## src/rtl/muldiv_seq.sv

```systemverilog
// Sequential multiply/divide unit: unsigned/signed, full width or byte (half) width operands.
// Define MULDIV_FAST_MUL_EN for a single-cycle combinational multiply; divide is always iterative.
module muldiv_seq #(
    parameter int unsigned WIDTH = 16
) (
    input  logic                 clk,
    input  logic                 reset_n,
    input  logic                 start,
    input  logic [1:0]           op,
    input  logic                 wide,
    input  logic [2*WIDTH-1:0]   a,
    input  logic [WIDTH-1:0]     b,
    output logic                 busy,
    output logic                 done,
    output logic [2*WIDTH-1:0]   result,
    output logic                 cy,
    output logic                 v,
    output logic                 div_error
);
    localparam int unsigned W  = WIDTH;
    localparam int unsigned H  = WIDTH / 2;
    localparam int unsigned CW = $clog2(WIDTH) + 1;

    typedef enum logic [1:0] {StIdle, StCalc, StFixup, StDone} state_e;
    state_e state_q, state_d;

    logic [1:0]     op_q;
    logic           wide_q, sgn_a_q, sgn_b_q, ovf_q;
    logic [W-1:0]   opd_q, sh_q, rem_q;
    logic [2*W-1:0] acc_q;
    logic [CW-1:0]  cnt_q;
    logic [2*W-1:0] result_q;
    logic           cy_q, div_error_q;

    // Operands become magnitudes at the accept edge; signs are kept aside for the fixup.
    logic           accept, s_a, s_dvd, s_b;
    logic [W-1:0]   in_mask_n, a_mag, b_mag;
    logic [2*W-1:0] in_mask_2n, d_mag;

    always_comb begin
        accept     = start && (state_q == StIdle || state_q == StDone);
        in_mask_n  = wide ? {W{1'b1}} : {{H{1'b0}}, {H{1'b1}}};
        in_mask_2n = wide ? {(2*W){1'b1}} : {{W{1'b0}}, {W{1'b1}}};
        s_a        = op[0] & (wide ? a[W-1] : a[H-1]);
        s_dvd      = op[0] & (wide ? a[2*W-1] : a[W-1]);
        s_b        = op[0] & (wide ? b[W-1] : b[H-1]);
        a_mag      = (s_a ? -a[W-1:0] : a[W-1:0]) & in_mask_n;
        b_mag      = (s_b ? -b : b) & in_mask_n;
        d_mag      = (s_dvd ? -a : a) & in_mask_2n;
    end

    // One iteration step; multiplier and dividend-low are left-justified so bit W-1 is next.
    logic           is_mul, is_signed, last, first, pre_err, mul_now, ge;
    logic [W:0]     rem_sh, rem_sub;
    logic [2*W-1:0] acc_step, prod_mag;

    always_comb begin
        is_mul    = ~op_q[1];
        is_signed = op_q[0];
        last      = cnt_q == (wide_q ? CW'(W - 1) : CW'(H - 1));
        first     = cnt_q == '0;
        rem_sh    = {rem_q, sh_q[W-1]};
        rem_sub   = rem_sh - {1'b0, opd_q};
        ge        = rem_sh >= {1'b0, opd_q};
        acc_step  = {acc_q[2*W-2:0], 1'b0} + (sh_q[W-1] ? {{W{1'b0}}, opd_q} : '0);
        pre_err   = ~is_mul & first & ((opd_q == '0) | (~is_signed & (rem_q >= opd_q)));
`ifdef MULDIV_FAST_MUL_EN
        prod_mag  = {{W{1'b0}}, opd_q} * {{W{1'b0}}, (wide_q ? sh_q : (sh_q >> H))};
        mul_now   = is_mul;
`else
        prod_mag  = acc_q;
        mul_now   = 1'b0;
`endif
    end

    // Sign application and flag generation for the final result.
    logic [W-1:0]   mask_n, q_mag, r_mag, q_val, r_val, q_lim;
    logic [2*W-1:0] mask_2n, prod_val, div_res;
    logic           mul_cy, q_neg, q_ovf;

    always_comb begin
        mask_n   = wide_q ? {W{1'b1}} : {{H{1'b0}}, {H{1'b1}}};
        mask_2n  = wide_q ? {(2*W){1'b1}} : {{W{1'b0}}, {W{1'b1}}};
        prod_val = ((sgn_a_q ^ sgn_b_q) ? -prod_mag : prod_mag) & mask_2n;
        if (!is_signed) begin
            mul_cy = wide_q ? |prod_val[2*W-1:W] : |prod_val[W-1:H];
        end else if (wide_q) begin
            mul_cy = ~(&prod_val[2*W-1:W-1] | ~|prod_val[2*W-1:W-1]);
        end else begin
            mul_cy = ~(&prod_val[W-1:H-1] | ~|prod_val[W-1:H-1]);
        end
        q_mag   = sh_q & mask_n;
        r_mag   = rem_q & mask_n;
        q_neg   = sgn_a_q ^ sgn_b_q;
        q_val   = (q_neg ? -q_mag : q_mag) & mask_n;
        r_val   = (sgn_a_q ? -r_mag : r_mag) & mask_n;
        div_res = wide_q ? {r_val, q_val} : {{W{1'b0}}, r_val[H-1:0], q_val[H-1:0]};
        q_lim   = wide_q ? {1'b1, {(W-1){1'b0}}} : {{H{1'b0}}, 1'b1, {(H-1){1'b0}}};
        // Negative quotients may reach -2^(N-1); positive ones stop at 2^(N-1)-1.
        q_ovf   = is_signed & (ovf_q | (q_neg ? (q_mag > q_lim) : (q_mag >= q_lim)));
    end

    always_ff @(posedge clk or negedge reset_n) begin
        if (!reset_n) begin
            state_q <= StIdle;
        end else begin
            state_q <= state_d;
        end
    end

    always_comb begin
        state_d = state_q;
        case (state_q)
            StIdle:  if (start) state_d = StCalc;
            StCalc: begin
                if (pre_err || mul_now) state_d = StDone;
                else if (last)          state_d = StFixup;
            end
            StFixup: state_d = StDone;
            StDone:  state_d = start ? StCalc : StIdle;
            default: state_d = StIdle;
        endcase
    end

    always_comb begin
        busy      = (state_q == StCalc) || (state_q == StFixup);
        done      = (state_q == StDone);
        result    = result_q;
        cy        = cy_q;
        v         = cy_q;
        div_error = div_error_q;
    end

    always_ff @(posedge clk or negedge reset_n) begin
        if (!reset_n) begin
            op_q        <= '0;
            wide_q      <= 1'b0;
            sgn_a_q     <= 1'b0;
            sgn_b_q     <= 1'b0;
            ovf_q       <= 1'b0;
            opd_q       <= '0;
            sh_q        <= '0;
            rem_q       <= '0;
            acc_q       <= '0;
            cnt_q       <= '0;
            result_q    <= '0;
            cy_q        <= 1'b0;
            div_error_q <= 1'b0;
        end else if (accept) begin
            op_q    <= op;
            wide_q  <= wide;
            sgn_b_q <= s_b;
            ovf_q   <= 1'b0;
            cnt_q   <= '0;
            acc_q   <= '0;
            if (op[1]) begin
                sgn_a_q <= s_dvd;
                opd_q   <= b_mag;
                rem_q   <= wide ? d_mag[2*W-1:W] : {{H{1'b0}}, d_mag[W-1:H]};
                sh_q    <= wide ? d_mag[W-1:0] : {d_mag[H-1:0], {H{1'b0}}};
            end else begin
                sgn_a_q <= s_a;
                opd_q   <= a_mag;
                rem_q   <= '0;
                sh_q    <= wide ? b_mag : {b_mag[H-1:0], {H{1'b0}}};
            end
        end else if (state_q == StCalc) begin
            cnt_q <= cnt_q + CW'(1);
            if (is_mul) begin
                acc_q <= acc_step;
                sh_q  <= sh_q << 1;
            end else begin
                rem_q <= ge ? rem_sub[W-1:0] : rem_sh[W-1:0];
                sh_q  <= {sh_q[W-2:0], ge};
            end
            // Signed quotient overflow is known now but only reported after fixup.
            if (first && !is_mul) ovf_q <= rem_q >= opd_q;
            if (pre_err) begin
                div_error_q <= 1'b1;
                cy_q        <= 1'b0;
            end else if (mul_now) begin
                result_q    <= prod_val;
                cy_q        <= mul_cy;
                div_error_q <= 1'b0;
            end
        end else if (state_q == StFixup) begin
            if (is_mul) begin
                result_q    <= prod_val;
                cy_q        <= mul_cy;
                div_error_q <= 1'b0;
            end else if (q_ovf) begin
                div_error_q <= 1'b1;
                cy_q        <= 1'b0;
            end else begin
                result_q    <= div_res;
                cy_q        <= 1'b0;
                div_error_q <= 1'b0;
            end
        end
    end
endmodule

```

## config.mk

```make
export PLATFORM = sky130hd
export DESIGN_NAME = muldiv_seq
export DESIGN_NICKNAME = d
export VERILOG_FILES = /design/src/rtl/muldiv_seq.sv
export SDC_FILE = /design/constraint.sdc
export NUM_CORES = 1
export LEC_CHECK = 0
export ABC_AREA = 1
export CAP_MARGIN = 5
export CORE_AREA = 2 2 144 146
export DETAILED_ROUTE_END_ITERATION = 8
export DIE_AREA = 0 0 146 148
export GPL_ROUTABILITY_DRIVEN = 0
export PLACE_DENSITY = 0.91
export SLEW_MARGIN = 10
export SYNTH_ARGS = -nofsm -noshare
export SYNTH_HDL_FRONTEND = slang
export SYNTH_SLANG_ARGS = --single-unit
```

## constraint.sdc

```tcl
create_clock -name clk -period 5.1 [get_ports clk]
set_input_delay 1.02 -clock clk [delete_from_list [all_inputs] [get_ports clk]]
set_output_delay 1.02 -clock clk [all_outputs]
set_load 0.005 [all_outputs]
```

# After elaboration in Yosys (flattened, before gate mapping)
# Index checks and enable logic that the tools add are counted.
# word_totals
regBits,127
wordCells,145
# classes
n_addsub,9
n_lt_le_gt_ge,4
eq_ne,9
muxes,59
bitwise_logic,25
n_reduce_logical,25
# ops
operator,n
two-way mux 16 bit,20
two-way mux 32 bit,10
bitwise AND 16 bit,6
bitwise AND 32 bit,2
negator 16 bit,4
negator 32 bit,2
adder 32 x 16 -> 32 bit,1
greater-or-equal comparator 16 bit,2
two-way mux 1 bit,22
greater-or-equal comparator 17 x 16 -> 1 bit,1
AND reduction 17 bit,1
OR reduction 17 bit,1
greater-than comparator 16 bit,1
logical NOT 16 bit,1
OR reduction 16 bit,1
subtractor 16 bit,1
two-way mux 5 bit,2
AND reduction 9 bit,1
OR reduction 9 bit,1
case mux 2 bit (4 select lines),1
AND reduction 2 bit,4
nonzero test 2 bit,4
OR reduction 8 bit,1
bitwise AND 1 bit,7
other kinds (19),34

# Logic depth before layout (Yosys ltp)
# depth
depth_word,12
mapped_depth,19

# Least setup slack after synthesis
# OpenSTA, ideal clock, no wires.
# synth_path
kind,input -> register
start,input b[0]
end,register sh_q[14]
setup_ps,120
arrival_ps,2404
required_ps,4980
setup_slack_ps,2576
cell_stages,15
path_buffers,0
cell_sequence,inv_1 -> ha_1 -> nand2_1 -> nor2_1 -> nand4_1 -> nor2_1 -> nand2_1 -> nand2_1 -> o21ai_0 -> o21ai_0 -> o21ai_0 -> nand2_1 -> nand3_1 -> o21ai_0 -> inv_1
# synth_between
elab_chain_len,6
# synth_lines
element,line_no,rtl
"start, declared",12,"input logic [WIDTH-1:0] b,"
negator 16 bit,48,b_mag = (s_b ? -b : b) & in_mask_n;
two-way mux 16 bit,48,
bitwise AND 16 bit,48,
two-way mux 16 bit,165,"sh_q <= wide ? b_mag : {b_mag[H-1:0], {H{1'b0}}};"
two-way mux 16 bit,156,if (op[1]) begin
two-way mux 16 bit,149,end else if (accept) begin
"end signal, assigned",160,"sh_q <= wide ? d_mag[W-1:0] : {d_mag[H-1:0], {H{1'b0}}};"
"end signal, assigned",165,
"end signal, assigned",171,sh_q <= sh_q << 1;
"end, declared",29,"logic [W-1:0] opd_q, sh_q, rem_q;"
# Every way passes these cells.
# A chain may end at the register's enable or synchronous reset.

# Final worst setup path
# layout_path
start,input start
end,register result_q[7] (netlist: result[7])
# layout_between
elab_chain_len,3
# layout_lines
element,line_no,rtl
"start, declared",8,"input logic start,"
logical AND 1 bit,41,accept = start && (state_q == StIdle || state_q == StDone);
NOT 1 bit (no line),n/a,
AND reduction 4 bit (no line),n/a,
"end signal, assigned",182,result_q <= prod_val;
"end signal, assigned",188,result_q <= prod_val;
"end signal, assigned",195,result_q <= div_res;
"end, declared",32,logic [2*W-1:0] result_q;
# Every way passes these cells.

==> reports/qor.csv <==
stage,metric,value,unit
place,HPWL Detailed,29800,um
route,via count,14100,
critical_path,CP Class,in -> reg,
route,Pre-antenna DRT Iters,8,
yosys,"top cells by area, synth","dfrtp_1 (26%), nand2_1 (16%), o21ai_0 (7.1%)",
global_route,largest net degree at the start of global routing,72,
critical_path,worst reg2reg startpoint,sh_q[15],
yosys,Syn Area/Cell,6.36,um2
timing,period utilization,0.669,
cells_and_area,Diodes inserted,0,
timing,slew margin rel.,0.408,
die,row count,52,
place,Buffers on Ports,90,
place,placed cell areas,13100,um2
power,leakage power,6.65,nW
yosys,Synth Warn #,0,
critical_path,critical-path maximum fanout,34,
yosys,#FFs+latches synth,127,
cts,CTS Sinks,127,
power,Design Power,9.63,mW
die,Core Area,20000,um2
cells_and_area,fin util,0.683,
timing,setup_tns,0,ps
yosys,main flop type after synthesis,dfrtp_1,
die,Die Y,148,um
global_route,all-layer global routing usage,0.370,
cts,CTS Root Cell,clkbuf_16,
yosys,sequential-to-total area share from yosys stat,0.262,
cts,Longest Clk Path Bufs,2,
timing,worst slew pin tran,887,ps
worst_hold_path,hold path startpoint,result[21],
cts,Post-CTS Repair Setup Buffers,0,
route,post-DR vias/cell,6.30,
yosys,asr flop ratio synth,1.00,
cells_and_area,Layout Nets,2077,
timing,Finish-stage setup viols,0,
critical_path,Worst Path Buf+Inv,4,
critical_path,Startpoint Class,input port,
cells_and_area,Area Overhead vs Synth,12.9,%
global_route,first-pass GRT wire length,64600,um
critical_path,worst setup path startpoint,start,
yosys,Synth area leader,dfrtp_1,
outcome,status,completed,
timing,Final Hold Viols,0,
route,total routed wirelength,39700,um
route,DR iter-0 viols,1887,
yosys,syn nets,2022,
yosys,"Distinct cells, synth",60,
cts,CTS Buf Count,17,
run,# Max-Cap Violations,0,
timing,skew final,10.4,ps
global_route,initial antenna violation count,0,
critical_path,CP top delay family,buffers and inverters,
cells_and_area,layout cells sized above 1,0.0532,
yosys,Syn Inst Count,1905,
die,Starting Density,0.605,
critical_path,CP max-delay cell,nor2_4,
critical_path,nature of the critical path endpoint,flop,
critical_path,Crit path arrival time,3720,ps
die,Die Span X,146,um
global_route,vias in the first global route,13000,
yosys,share of the synthesized area in the top cell type,0.262,
cts,clock slew at reported path FFs,60,ps
cts,CTS Hold Bufs,0,
critical_path,Critical Path RT,5410,ps
global_route,Overflow after GRT,0,
power,Max IR drop VDD,0.345,mV
critical_path,critical path's largest stage delay,700,ps
cts,worst skew pair latency,440,ps
die,Top-Level Pins,91,
route,drc violations,0,
power,PD cells,704,nW/um2
timing,post-layout minimum cycle time,3410,ps
route,Detail Route Antenna Nets,0,
cts,CTS tree,yes,
die,Die ar.,21600,um2
timing,RSZ-0062 raised after global routing,no,
timing,f_max,293,MHz
timing,Final Max Slew Viols,0,
cts,post-CTS sizing,0,
yosys,synthesized area,12100,um2
critical_path,crit-path cells,clkdlybuf4s50_1 -> inv_2 -> nor2_4 -> nor2_2 -> inv_1 -> nor2_4 -> inv_2 -> nand2_1 -> o21ai_1,
cells_and_area,post-layout instance area,13700,um2
yosys,"EDFF count, synth",0,
cts,H-Tree Depth,4,
route,WL/cell,17.7,um
worst_hold_path,Hold Path Class,reg -> reg,
[cell usage after synthesis, types with 5 or more instances]
| cell type | instances |
|---|---|
| a21oi_1 | 103 |
| a31oi_1 | 16 |
| and2_1 | 5 |
| buf_2 | 25 |
| buf_4 | 5 |
| clkbuf_1 | 27 |
| dfrtp_1 | 127 |
| ha_1 | 61 |
| inv_1 | 218 |
| inv_2 | 13 |
| nand2_1 | 506 |
| nand2_2 | 11 |
| nand3_1 | 161 |
| nand3_2 | 5 |
| nand4_1 | 27 |
| nor2_1 | 171 |
| nor2_2 | 10 |
| nor2_4 | 6 |
| nor3_1 | 26 |
| nor4_1 | 6 |
| o211ai_1 | 20 |
| o21ai_0 | 172 |
| o21ai_1 | 24 |
| o221ai_1 | 19 |
| o22ai_1 | 18 |
| or2_2 | 6 |
| xnor2_1 | 11 |
| xor2_1 | 40 |
[layout by cell type (no fill, tap or decap), drive strengths merged, types with 11 or more instances in the layout]
cell / netlist / layout
a21oi: 107 / 107
nand4: 27 / 27
nor2: 187 / 187
clkbuf: 28 / 25
inv: 231 / 231
nand2: 518 / 518
o22ai: 18 / 18
nand3: 167 / 167
dfrtp: 127 / 127
a31oi: 16 / 16
ha: 61 / 61
o21ai: 200 / 200
buf: 37 / 12
o221ai: 19 / 19
xnor2: 11 / 11
clkdlybuf4s50: 0 / 89
xor2: 41 / 41
nor3: 27 / 27
o211ai: 21 / 21
[worst reg2reg max path, stage by stage, from the launching register on]
cell and delay [ps]:
dfrtp_1 860, inv_1 210, ha_1 270, inv_1 60, nand3_1 70, nand2_1 150
nand4_1 100, nand3_1 120, nand3_1 110, o211ai_2 110, nand2_2 140, nand2_2 350
inv_1 290, nand2_1 130, nand3_1 130, nand2_1 130, nand2_1 50, nand2_1 60
[report_power, final]
group          switching [mW]  leakage [nW]  internal (mW)
Combinational            4.17          4.76           2.22
Clock                   0.467         0.273          0.715
Sequential              0.615          1.61           1.45
Total                    5.25          6.65           4.38
[flip-flops by register name, summed over array words and instances (netlist names)]
signal and cells:
acc_q 32, result 32, opd_q 16, rem_q 16, sh_q 16, cnt_q 5
op_q 2, state_q 2, cy 1, div_error 1, ovf_q 1, sgn_a_q 1
sgn_b_q 1, wide_q 1
[kinds of logic after synthesis]
| logic type | share of synthesized area |
|---|---|
| AND/OR/NAND/NOR | 0.338 |
| flip-flops | 0.262 |
| buffers and inverters | 0.0996 |
| XOR/XNOR | 0.0382 |
| AO/OA/AOI/OAI | 0.196 |
| adder cells (fa/ha/maj) | 0.0663 |
[path summary, 6_finish.rpt]
check	end	slack, ps	cells past startpoint
setup / recovery	result[7]	1690	9
hold / removal	result[21]	470	2
setup reg to reg	rem_q[10]	1710	17
hold reg to reg	result[21]	470	2
max in group asynchronous	rem_q[7]	3590	2
min in group asynchronous	acc_q[21]	650	1
[metal layers]
metal	up-vias	part of all wire	wire length, um	GRT usage
li1	6452	-	-	-
met1	6291	0.37	14700	0.479
met2	1108	0.44	17400	0.582
met3	269	0.13	5090	0.0725
met4	0	0.065	2590	0.212
met5	-	0	0	0
[stage by stage]
| stage | cells | worst slack (ps) | hold slack (ps) |
|---|---|---|---|
| floorplan | 1905 | 2580 | 465 |
| global placement | 2211 | 1490 | 460 |
| detailed placement | 2211 | 1340 | 464 |
| CTS | 2242 | 1780 | 478 |
| global route | 2242 | 1470 | 507 |
| finish | 2242 | 1690 | 471 |
[final cells by class]
class                   instances  area, um2
multi-input cells            1478       7740
fillers                      1694       6350
flip-flops and latches        127       3180
repair buffers                101        993
inverters                     235        882
clock buffers                  25        495
well taps                     270        338
clock inverters                 6       57.6
No activity file was read; power rests on OpenSTA's default activity.
